## src/rtl/fnd_pkg.sv

```systemverilog
// Shared constants, segment decoder and conversion-FSM encoding for the FND scan path.
package fnd_pkg;

    localparam logic [7:0] SEG_BLANK = 8'hFF;
    localparam logic [7:0] SEG_DASH  = 8'hBF;

    typedef enum logic [1:0] {
        ST_IDLE   = 2'd0,
        ST_SHIFT  = 2'd1,
        ST_COMMIT = 2'd2
    } conv_state_e;

    // Active-low common-anode pattern, bit 7 = dp (off), bits 6..0 = g..a
    function automatic logic [7:0] seg_decode(input logic [3:0] nib);
        logic [7:0] seg_v;
        case (nib)
            4'h0:    seg_v = 8'hC0;
            4'h1:    seg_v = 8'hF9;
            4'h2:    seg_v = 8'hA4;
            4'h3:    seg_v = 8'hB0;
            4'h4:    seg_v = 8'h99;
            4'h5:    seg_v = 8'h92;
            4'h6:    seg_v = 8'h82;
            4'h7:    seg_v = 8'hF8;
            4'h8:    seg_v = 8'h80;
            4'h9:    seg_v = 8'h90;
            4'hA:    seg_v = 8'h88;
            4'hB:    seg_v = 8'h83;
            4'hC:    seg_v = 8'hC6;
            4'hD:    seg_v = 8'hA1;
            4'hE:    seg_v = 8'h86;
            4'hF:    seg_v = 8'h8E;
            default: seg_v = SEG_BLANK;
        endcase
        return seg_v;
    endfunction

    function automatic logic [31:0] pow10(input int n);
        logic [31:0] acc_v;
        acc_v = 32'd1;
        for (int i = 0; i < n; i++) begin
            acc_v = acc_v * 32'd10;
        end
        return acc_v;
    endfunction

endpackage

```

## src/rtl/bin2bcd_seq.sv

```systemverilog
// Sequential double-dabble converter: one shift-add-3 step per clock, DATA_W steps,
// then a single COMMIT cycle that flags done.
module bin2bcd_seq
    import fnd_pkg::*;
#(
    parameter int DATA_W     = 14,
    parameter int NUM_DIGITS = 4
) (
    input  logic                    clk,
    input  logic                    reset,
    input  logic                    start,
    input  logic [DATA_W-1:0]       value,
    output logic                    busy,
    output logic                    done,
    output logic [4*NUM_DIGITS-1:0] bcd
);

    localparam int BCD_W = 4 * NUM_DIGITS;
    localparam int CNT_W = $clog2(DATA_W + 1);

    conv_state_e        state_r;
    conv_state_e        state_s;
    logic [DATA_W-1:0]  bin_r;
    logic [BCD_W-1:0]   bcd_r;
    logic [CNT_W-1:0]   cnt_r;
    logic [BCD_W-1:0]   bcd_adj_s;
    logic [BCD_W-1:0]   bcd_step_s;

    // State register
    always_ff @(posedge clk or posedge reset) begin
        if (reset) begin
            state_r <= ST_IDLE;
        end else begin
            state_r <= state_s;
        end
    end

    // Next-state logic; start is only honoured from IDLE
    always_comb begin
        state_s = ST_IDLE;
        case (state_r)
            ST_IDLE:   state_s = start ? ST_SHIFT : ST_IDLE;
            ST_SHIFT:  state_s = (cnt_r == CNT_W'(1)) ? ST_COMMIT : ST_SHIFT;
            ST_COMMIT: state_s = ST_IDLE;
            default:   state_s = ST_IDLE;
        endcase
    end

    // Output decode
    always_comb begin
        busy = (state_r != ST_IDLE);
        done = (state_r == ST_COMMIT);
    end

    // One double-dabble step: correct nibbles >= 5, then shift in the next MSB
    always_comb begin
        bcd_adj_s = bcd_r;
        for (int d = 0; d < NUM_DIGITS; d++) begin
            bcd_adj_s[4*d +: 4] = (bcd_r[4*d +: 4] >= 4'd5) ? (bcd_r[4*d +: 4] + 4'd3)
                                                             : bcd_r[4*d +: 4];
        end
        bcd_step_s = {bcd_adj_s[BCD_W-2:0], bin_r[DATA_W-1]};
    end

    // Conversion datapath
    always_ff @(posedge clk or posedge reset) begin
        if (reset) begin
            bin_r <= {DATA_W{1'b0}};
            bcd_r <= {BCD_W{1'b0}};
            cnt_r <= {CNT_W{1'b0}};
        end else begin
            case (state_r)
                ST_IDLE: begin
                    if (start) begin
                        bin_r <= value;
                        bcd_r <= {BCD_W{1'b0}};
                        cnt_r <= CNT_W'(DATA_W);
                    end
                end
                ST_SHIFT: begin
                    bin_r <= {bin_r[DATA_W-2:0], 1'b0};
                    bcd_r <= bcd_step_s;
                    cnt_r <= cnt_r - 1'b1;
                end
                default: begin
                    cnt_r <= {CNT_W{1'b0}};
                end
            endcase
        end
    end

    assign bcd = bcd_r;

endmodule

```

## src/rtl/fnd_scan_ctrl.sv

```systemverilog
// Multiplexed 7-segment scan controller: sequential BCD conversion, digit scan,
// blink phase and per-digit pattern selection into registered segment/common outputs.
module fnd_scan_ctrl
    import fnd_pkg::*;
#(
    parameter int CLK_HZ      = 100_000_000,
    parameter int SCAN_HZ     = 1000,
    parameter int NUM_DIGITS  = 4,
    parameter int DATA_W      = 14,
    parameter int BLINK_TICKS = 250
) (
    input  logic                  clk,
    input  logic                  reset,
    input  logic [DATA_W-1:0]     i_value,
    input  logic [NUM_DIGITS-1:0] i_dp,
    input  logic [NUM_DIGITS-1:0] i_blink,
    input  logic                  i_blank_lz,
    input  logic                  i_load,
    output logic                  o_busy,
    output logic [7:0]            fnd_data,
    output logic [NUM_DIGITS-1:0] fnd_com
);

    localparam int DIV   = CLK_HZ / SCAN_HZ;
    localparam int DIV_W = $clog2(DIV);
    localparam int IDX_W = $clog2(NUM_DIGITS);
    localparam int BLK_W = $clog2(BLINK_TICKS + 1);
    localparam int BCD_W = 4 * NUM_DIGITS;
    localparam logic [31:0] VAL_MAX = pow10(NUM_DIGITS) - 32'd1;
    localparam logic [NUM_DIGITS-1:0] DIGIT0 = {{(NUM_DIGITS-1){1'b0}}, 1'b1};

    logic                  busy_s;
    logic                  done_s;
    logic [BCD_W-1:0]      bcd_s;
    logic [NUM_DIGITS-1:0] pend_dp_r, pend_blink_r;
    logic                  pend_ovf_r;
    logic [BCD_W-1:0]      disp_bcd_r;
    logic [NUM_DIGITS-1:0] disp_dp_r, disp_blink_r;
    logic                  disp_ovf_r;
    logic [DIV_W-1:0]      div_cnt_r;
    logic                  tick_s;
    logic [IDX_W-1:0]      idx_r;
    logic [BLK_W-1:0]      blk_cnt_r;
    logic                  blink_phase_r;
    logic [3:0]            nib_s;
    logic                  dp_s, blink_s, lz_s, zero_run_s;
    logic [7:0]            seg_s;
    logic [NUM_DIGITS-1:0] com_s;

    bin2bcd_seq #(
        .DATA_W     (DATA_W),
        .NUM_DIGITS (NUM_DIGITS)
    ) u_bcd (
        .clk   (clk),
        .reset (reset),
        .start (i_load),
        .value (i_value),
        .busy  (busy_s),
        .done  (done_s),
        .bcd   (bcd_s)
    );

    assign o_busy = busy_s;
    assign tick_s = (div_cnt_r == DIV_W'(DIV - 1));

    // Attributes are held aside during conversion so the display switches atomically at commit
    always_ff @(posedge clk or posedge reset) begin
        if (reset) begin
            pend_dp_r    <= {NUM_DIGITS{1'b0}};
            pend_blink_r <= {NUM_DIGITS{1'b0}};
            pend_ovf_r   <= 1'b0;
            disp_bcd_r   <= {BCD_W{1'b0}};
            disp_dp_r    <= {NUM_DIGITS{1'b0}};
            disp_blink_r <= {NUM_DIGITS{1'b0}};
            disp_ovf_r   <= 1'b0;
        end else begin
            if (i_load && !busy_s) begin
                pend_dp_r    <= i_dp;
                pend_blink_r <= i_blink;
                pend_ovf_r   <= ({{(32-DATA_W){1'b0}}, i_value} > VAL_MAX);
            end
            if (done_s) begin
                disp_bcd_r   <= bcd_s;
                disp_dp_r    <= pend_dp_r;
                disp_blink_r <= pend_blink_r;
                disp_ovf_r   <= pend_ovf_r;
            end
        end
    end

    // Scan prescaler, digit index and blink phase
    always_ff @(posedge clk or posedge reset) begin
        if (reset) begin
            div_cnt_r     <= {DIV_W{1'b0}};
            idx_r         <= {IDX_W{1'b0}};
            blk_cnt_r     <= {BLK_W{1'b0}};
            blink_phase_r <= 1'b0;
        end else begin
            div_cnt_r <= tick_s ? {DIV_W{1'b0}} : (div_cnt_r + 1'b1);
            if (tick_s) begin
                idx_r <= (idx_r == IDX_W'(NUM_DIGITS - 1)) ? {IDX_W{1'b0}} : (idx_r + 1'b1);
                if (blk_cnt_r == BLK_W'(BLINK_TICKS - 1)) begin
                    blk_cnt_r     <= {BLK_W{1'b0}};
                    blink_phase_r <= ~blink_phase_r;
                end else begin
                    blk_cnt_r <= blk_cnt_r + 1'b1;
                end
            end
        end
    end

    // Select the current digit; zero_run tracks "this and all higher digits are zero"
    always_comb begin
        nib_s      = 4'h0;
        dp_s       = 1'b0;
        blink_s    = 1'b0;
        lz_s       = 1'b0;
        zero_run_s = 1'b1;
        for (int k = NUM_DIGITS - 1; k >= 0; k--) begin
            zero_run_s = zero_run_s & (disp_bcd_r[4*k +: 4] == 4'h0);
            nib_s      = (idx_r == IDX_W'(k)) ? disp_bcd_r[4*k +: 4] : nib_s;
            dp_s       = (idx_r == IDX_W'(k)) ? disp_dp_r[k] : dp_s;
            blink_s    = (idx_r == IDX_W'(k)) ? disp_blink_r[k] : blink_s;
            lz_s       = (idx_r == IDX_W'(k)) ? (zero_run_s & (k != 32'sd0)) : lz_s;
        end
        if (disp_ovf_r) begin
            seg_s = SEG_DASH;
        end else if (blink_phase_r && blink_s) begin
            seg_s = SEG_BLANK;
        end else if (i_blank_lz && lz_s) begin
            seg_s = SEG_BLANK;
        end else begin
            seg_s = seg_decode(nib_s) & {~dp_s, 7'h7F};
        end
        com_s = ~(DIGIT0 << idx_r);
    end

    // Registered display outputs
    always_ff @(posedge clk or posedge reset) begin
        if (reset) begin
            fnd_data <= 8'hC0;
            fnd_com  <= ~DIGIT0;
        end else begin
            fnd_data <= seg_s;
            fnd_com  <= com_s;
        end
    end

endmodule

```

## config.mk

```make
export PLATFORM = sky130hd
export DESIGN_NAME = fnd_scan_ctrl
export DESIGN_NICKNAME = d
export VERILOG_FILES = /design/src/rtl/fnd_pkg.sv /design/src/rtl/bin2bcd_seq.sv /design/src/rtl/fnd_scan_ctrl.sv
export SDC_FILE = /design/constraint.sdc
export NUM_CORES = 1
export LEC_CHECK = 0
export ABC_AREA = 1
export CORE_AREA = 2 2 97 99
export CTS_CLUSTER_DIAMETER = 50
export DETAILED_ROUTE_END_ITERATION = 12
export DIE_AREA = 0 0 99 101
export PLACE_DENSITY = 0.85
export RECOVER_POWER = 100
export SETUP_SLACK_MARGIN = 0.4
export SYNTH_ARGS = -nofsm -noshare
export SYNTH_HDL_FRONTEND = slang
export SYNTH_SLANG_ARGS = --single-unit
export TNS_END_PERCENT = 20
```

## constraint.sdc

```tcl
create_clock -name clk -period 7.3 [get_ports clk]
set_input_delay 1.095 -clock clk [delete_from_list [all_inputs] [get_ports clk]]
set_output_delay 1.095 -clock clk [all_outputs]
set_load 0.02 [all_outputs]
```

==> results of run 1 <==
[power by group through the flow]
stage,clock (mW),sequential (mW),combinational [mW]
2_1_floorplan,0,0.925,0.630
3_3_place_gp,0,0.925,0.786
3_5_place_dp,0,0.934,0.835
4_1_cts,0.352,0.921,0.840
5_1_grt,0.378,0.946,0.937
6_report,0.343,0.922,0.815
[Yosys cell counts (all sizes together), types with 8 or more instances]
cell    number  area share, %
clkbuf       8           0.55
inv        101            6.9
nor2        59            5.0
xor2        12            1.9
nand4       10            1.1
nand2      140            9.7
o21ai       83            7.4
buf          8            1.2
nor3        10           0.98
dfrtp      105             47
ha          24            5.3
nand3       28            2.6
o211ai      16            2.1
a21oi       24            2.1
[path summary, 6_finish.rpt]
path | endpoint | slack [ns]
setup / recovery | u_bcd.bin_r[7]$_DFFE_PP0P_ | 3.70
setup reg to reg | u_bcd.bin_r[7]$_DFFE_PP0P_ | 3.77
min in group asynchronous | u_bcd.bcd[7]$_DFFE_PP0P_ | 1.61
hold / removal | fnd_data[6]$_DFF_PP1_ | 0.46
max in group asynchronous | div_cnt_r[11]$_DFF_PP0_ | 4.19
hold reg to reg | fnd_data[6]$_DFF_PP1_ | 0.46
[routing by layer]
metal  share of wire (%)  wire length [um]  global-route usage, %  vias to the layer above
li1                    -                 -                      -                     2219
met1                  47              5010                   31.7                     2114
met2                  47              5010                   38.2                      107
met3                 3.7               393                   3.61                       20
met4                 1.8               186                   8.01                        0
met5                   0                 0                      0                        -
[sequential cells by signal, indices dropped and copies added, names as in the netlist]
name	count
blink_phase_r	1
blk_cnt_r	8
disp_bcd_r	16
disp_blink_r	4
disp_dp_r	4
disp_ovf_r	1
div_cnt_r	17
fnd_com	4
fnd_data	8
idx_r	2
pend_blink_r	4
pend_dp_r	4
pend_ovf_r	1
u_bcd.bcd	16
u_bcd.bin_r	14
u_bcd.cnt_r	4
u_bcd.state_r	2
[worst max-delay path: cells and delay by family]
family | cells | cell delay [ns]
and+or+nand+nor | 2 | 0.97
buffers and inverters | 3 | 1.45
AOI/OAI and AO/OA | 2 | 0.33
[cell type report]
cell class	instances	area [sq um]	share of cell area (%)
flip-flops and latches	110	2760	44.6
multi-input cells	433	2330	37.7
repair buffers	40	392	6.33
inverters	102	387	6.25
well taps	111	139	2.25
clock buffers	9	124	2.00
clock inverters	7	56.3	0.910
[per-stage QoR]
step           hold slack [ns]  power, mW
6_report                 0.455       2.08
3_3_place_gp             0.441       1.71
4_1_cts                  0.462       2.11
3_5_place_dp             0.445       1.77
5_1_grt                  0.476       2.26
2_1_floorplan            0.406       1.56
[logic make-up after synthesis]
group                    count (synthesis)  synth area share (%)
flip-flops                             110                  48.9
adder cells (fa/ha/maj)                 24                  5.33
buffers and inverters                  118                  8.72
XOR/XNOR                                14                  2.17
AND/OR/NAND/NOR                        253                  20.0
multiplexers                             4                 0.799
AO/OA/AOI/OAI                          138                  14.0
==> metrics.yaml, run 1 <==
status: "finished, violations left"
violations: "max-capacitance violations, max-slew violations"
clk_pin_slew_worst_paths_ns: 0.10
start_kind: "primary input"
crit_fanout: 36
r2r_start: "u_bcd.state_r[1]$_DFF_PP0_"
layout_setup_ws_ns: 3.70
drtAntennaViolNets: 0
cpMostUsedCell: "nor2_1"
pwr-share-clk_pct: 16.5
internal_power_mw: 1.25
clock_latency_ns: 0.38
rsz0062_at_grt: "no"
min-delay-start: "disp_ovf_r$_DFFE_PP0N_"
power_switching_mw: 0.836
place_ws_ns: 4.48
drc: 0
die_y_um: 101
comb_power_share_pct: 39.2
reg2regPathDepth: 5
yosysWarnings: 0
setup_viol: 0
vias_per_cell: 5.49
numClockSinks: 110
crit_arrival_ns: 3.86
ys_seq_elements: 110
p_leak_nw: 3.00
cts-root-buf: "clkbuf_8"
nFillCells: 685
yosysUniqueCellTypes: 47
synthCells: 661
rows: 35
io_pins: 39
drv_slew: 124
initial_core_util_pct: 62.8
powerDensity_nw_per_um2: 336
p_seq_share_pct: 44.3
max-cap-violations: 3
swShare_pct: 40.2
drt_wl_total_um: 10600
hold_viol: 0
cts_tree: "built"
critPathCaptureType: "register"
cts.htree.levels: 3
avgSynthCellArea_sq_um: 8.53
cts_buffer_depth: 2
grt_pass1_wl_um: 19000
place_area_sq_um: 6070
wl_per_cell_um: 13.1
grt_pass1_vias: 4256
antenna_cells: 0
hold_class: "register to register"
worst_pin_slew_ns: 1.93
cts_hold_buf: 0
final_cell_mix: "137 x nand2_1, 105 x dfrtp_1, 94 x inv_1"
die-area_sq_um: 10000
io_buffers: 38
hold_path_depth: 1
period_needed_ns: 3.60
synth_flop_cell: "dfrtp_1"
fin_skew_ns: 0.0131
post-route-period-util_pct: 49.4
crit_chain: "dlygate4sd3_1 > inv_1 > nor2_1 > nor2_1 > clkinvlp_2 > o211ai_1 > o21ai_0"
dp.cells: 796
syn_nets: 711
syn_to_final_growth_pct: 9.70
fmax_ghz: 0.277
worstPathRequired_ns: 7.55
grt_antenna_before_repair: 0
postCtsSetupBuffers: 0
final_cell_area_sq_um: 6190
routed-via-count: 4460
synth_async_sr_flop_share_pct: 100
setup_tns_ns: 0
drt_first_pass_iters: 6
cts_buffers: 9
gp_congestion: 0.876
critPathMaxStageDelay_ns: 0.81
grtUsageTotal_pct: 23.2
netlist_area_sq_um: 5640
maxSlewHeadroom_pct: -29.0
final_cell_count_no_fill: 812
grt_max_degree: 70
core_area_sq_um: 8980
slowest_stage: "clkinvlp_2"
final_common_cell: "nand2_1"
post_cts_resized: 0
synth_edf_count: 0
utilization_pct: 68.9
dp_hpwl_um: 7600
ir_drop_uv: 263
crit_start: "i_load"
seq_area_frac_synth_pct: 48.9
grt-ovfl-total: 0
die_w_um: 99
drive_gt1_share_pct: 6.13
crit_type: "primary input to register"
nets: 746
drt_iter0_drc: 293
Power figures use the tool's default switching activity.
==> run 2: changes to the inputs <==
- CORE_AREA: 2 2 97 99 -> 2 2 101 103
- DIE_AREA: 0 0 99 101 -> 0 0 103 105
- PLACE_DENSITY: 0.85 -> 0.79
- clock period: 7.3 -> 3.71 ns (I/O delays scaled with it)
==> metrics.yaml, run 2 (synthesis gave the netlist of run 1 again) <==
power_switching_mw: 1.64
crit_chain: "dlygate4sd3_1 > inv_1 > nor2_1 > nor2_4 > clkinvlp_2 > o211ai_1 > o21ai_0"
drv_slew: 112
io_buffers: 38
grtUsageTotal_pct: 22.3
vias_per_cell: 5.36
period_needed_ns: 2.94
clock_latency_ns: 0.38
p_leak_nw: 3.00
min-delay-start: "disp_ovf_r$_DFFE_PP0N_"
worst_pin_slew_ns: 1.63
critPathCaptureType: "register"
max-cap-violations: 3
ir_drop_uv: 386
initial_core_util_pct: 58.5
final_cell_count_no_fill: 836
drt_wl_total_um: 10900
worstPathRequired_ns: 3.98
io_pins: 39
drc: 0
critPathMaxStageDelay_ns: 0.86
internal_power_mw: 2.47
rr_endpoint: "u_bcd.bcd[14]$_DFFE_PP0P_"
cts_hold_buf: 0
p_seq_share_pct: 44.2
setup_tns_ns: 0
powerDensity_nw_per_um2: 661
drive_gt1_share_pct: 6.40
rsz0062_at_grt: "no"
hold_viol: 0
die_w_um: 103
slowest_stage: "nor2_1"
nets: 748
place_ws_ns: 1.24
syn_to_final_growth_pct: 10.5
final_common_cell: "nand2_1"
cts-root-buf: "clkbuf_8"
grt_antenna_before_repair: 0
postCtsSetupBuffers: 0
violations: "max-capacitance violations, max-slew violations"
cts.htree.levels: 3
pwr-share-clk_pct: 16.5
post-route-period-util_pct: 79.1
p_total_mw: 4.12
final_cell_mix: "137 x nand2_1, 105 x dfrtp_1, 93 x inv_1"
crit_type: "primary input to register"
antenna_cells: 0
min_to: "fnd_data[6]$_DFF_PP1_"
regMostFlops: "div_cnt_r"
die_y_um: 105
numClockSinks: 110
core_area_sq_um: 9640
clk_pin_slew_worst_paths_ns: 0.11
cts_buffer_depth: 2
fmax_ghz: 0.341
cts_tree: "built"
comb_power_share_pct: 39.3
crit_arrival_ns: 3.21
drt_first_pass_iters: 5
drtAntennaViolNets: 0
die-area_sq_um: 10800
hold_path_depth: 1
hold_class: "register to register"
status: "finished, violations left"
grt_pass1_wl_um: 19500
dp.cells: 820
wl_per_cell_um: 13.1
crit_fanout: 36
start_kind: "primary input"
gp_congestion: 0.887
grt-ovfl-total: 0
layout_setup_ws_ns: 0.774
grt_pass1_vias: 4374
routed-via-count: 4482
hold_ws_ns: 0.464
ff2ff_setup_slack_ns: 0.90
post_cts_resized: 0
setup_viol: 0
maxSlewHeadroom_pct: -8.75
drt_iter0_drc: 192
reg2regPathDepth: 6
r2r_start: "u_bcd.state_r[1]$_DFF_PP0_"
dp_hpwl_um: 8030
largest_reg_flops: 17
fin_skew_ns: 0.0125
swShare_pct: 40.0
rows: 36
grt_max_degree: 65
cts_buffers: 9
run 2: how the worst max path moves through the flow:
stage,from,endpoint,slack (ns),depth (start not counted)
finish,i_load,u_bcd.bin_r[12]$_DFFE_PP0P_,0.77,7
global route,i_load,u_bcd.bin_r[12]$_DFFE_PP0P_,0.48,7
CTS,idx_r[0]$_DFFE_PP0N_,fnd_data[5]$_DFF_PP0_,1.22,10
detailed placement,idx_r[0]$_DFFE_PP0N_,fnd_data[5]$_DFF_PP0_,1.24,10
global placement,idx_r[0]$_DFFE_PP0N_,fnd_data[5]$_DFF_PP0_,1.47,10
floorplan,idx_r[0]$_DFFE_PP0N_,fnd_data[5]$_DFF_PP0_,1.68,12
run 2: worst max-delay path, delay by kind of cell:
kind | cells | cell delay, ns
AO/OA/AOI/OAI | 2 | 0.31
buffers and inverters | 3 | 1.35
AND/OR/NAND/NOR | 2 | 0.98
run 2: per-stage QoR:
step,utilization (%),cell area [sq um]
floorplan,-,5640
global placement,63.6,6130
detailed placement,63.6,6130
CTS,65.5,6310
global route,64.6,6230
finish,64.6,6230
run 2: area by class of cell:
class | count | area (sq um)
clock inverters | 5 | 41.3
well taps | 133 | 166
clock buffers | 11 | 141
multi-input cells | 433 | 2340
flip-flops and latches | 110 | 2760
fillers | 849 | 3410
inverters | 102 | 387
repair buffers | 42 | 397
run 2: power groups by stage:
stage                     Combinational [mW]  Clock (mW)  Sequential [mW]
final                                   1.62       0.679             1.82
after global routing                    1.88       0.758             1.87
after CTS                               1.68       0.699             1.82
after detailed placement                1.67           0             1.84
after global placement                  1.59           0             1.83
after floorplan                         1.24           0             1.82
run 2: per-layer routing:
| metal | vias to the layer above | routed length [um] | global-route usage [%] |
|---|---|---|---|
| li1 | 2219 | - | - |
| met1 | 2146 | 5070 | 30.7 |
| met2 | 97 | 5230 | 35.4 |
| met3 | 20 | 397 | 3.08 |
| met4 | 0 | 244 | 9.02 |
| met5 | - | 0 | 0 |
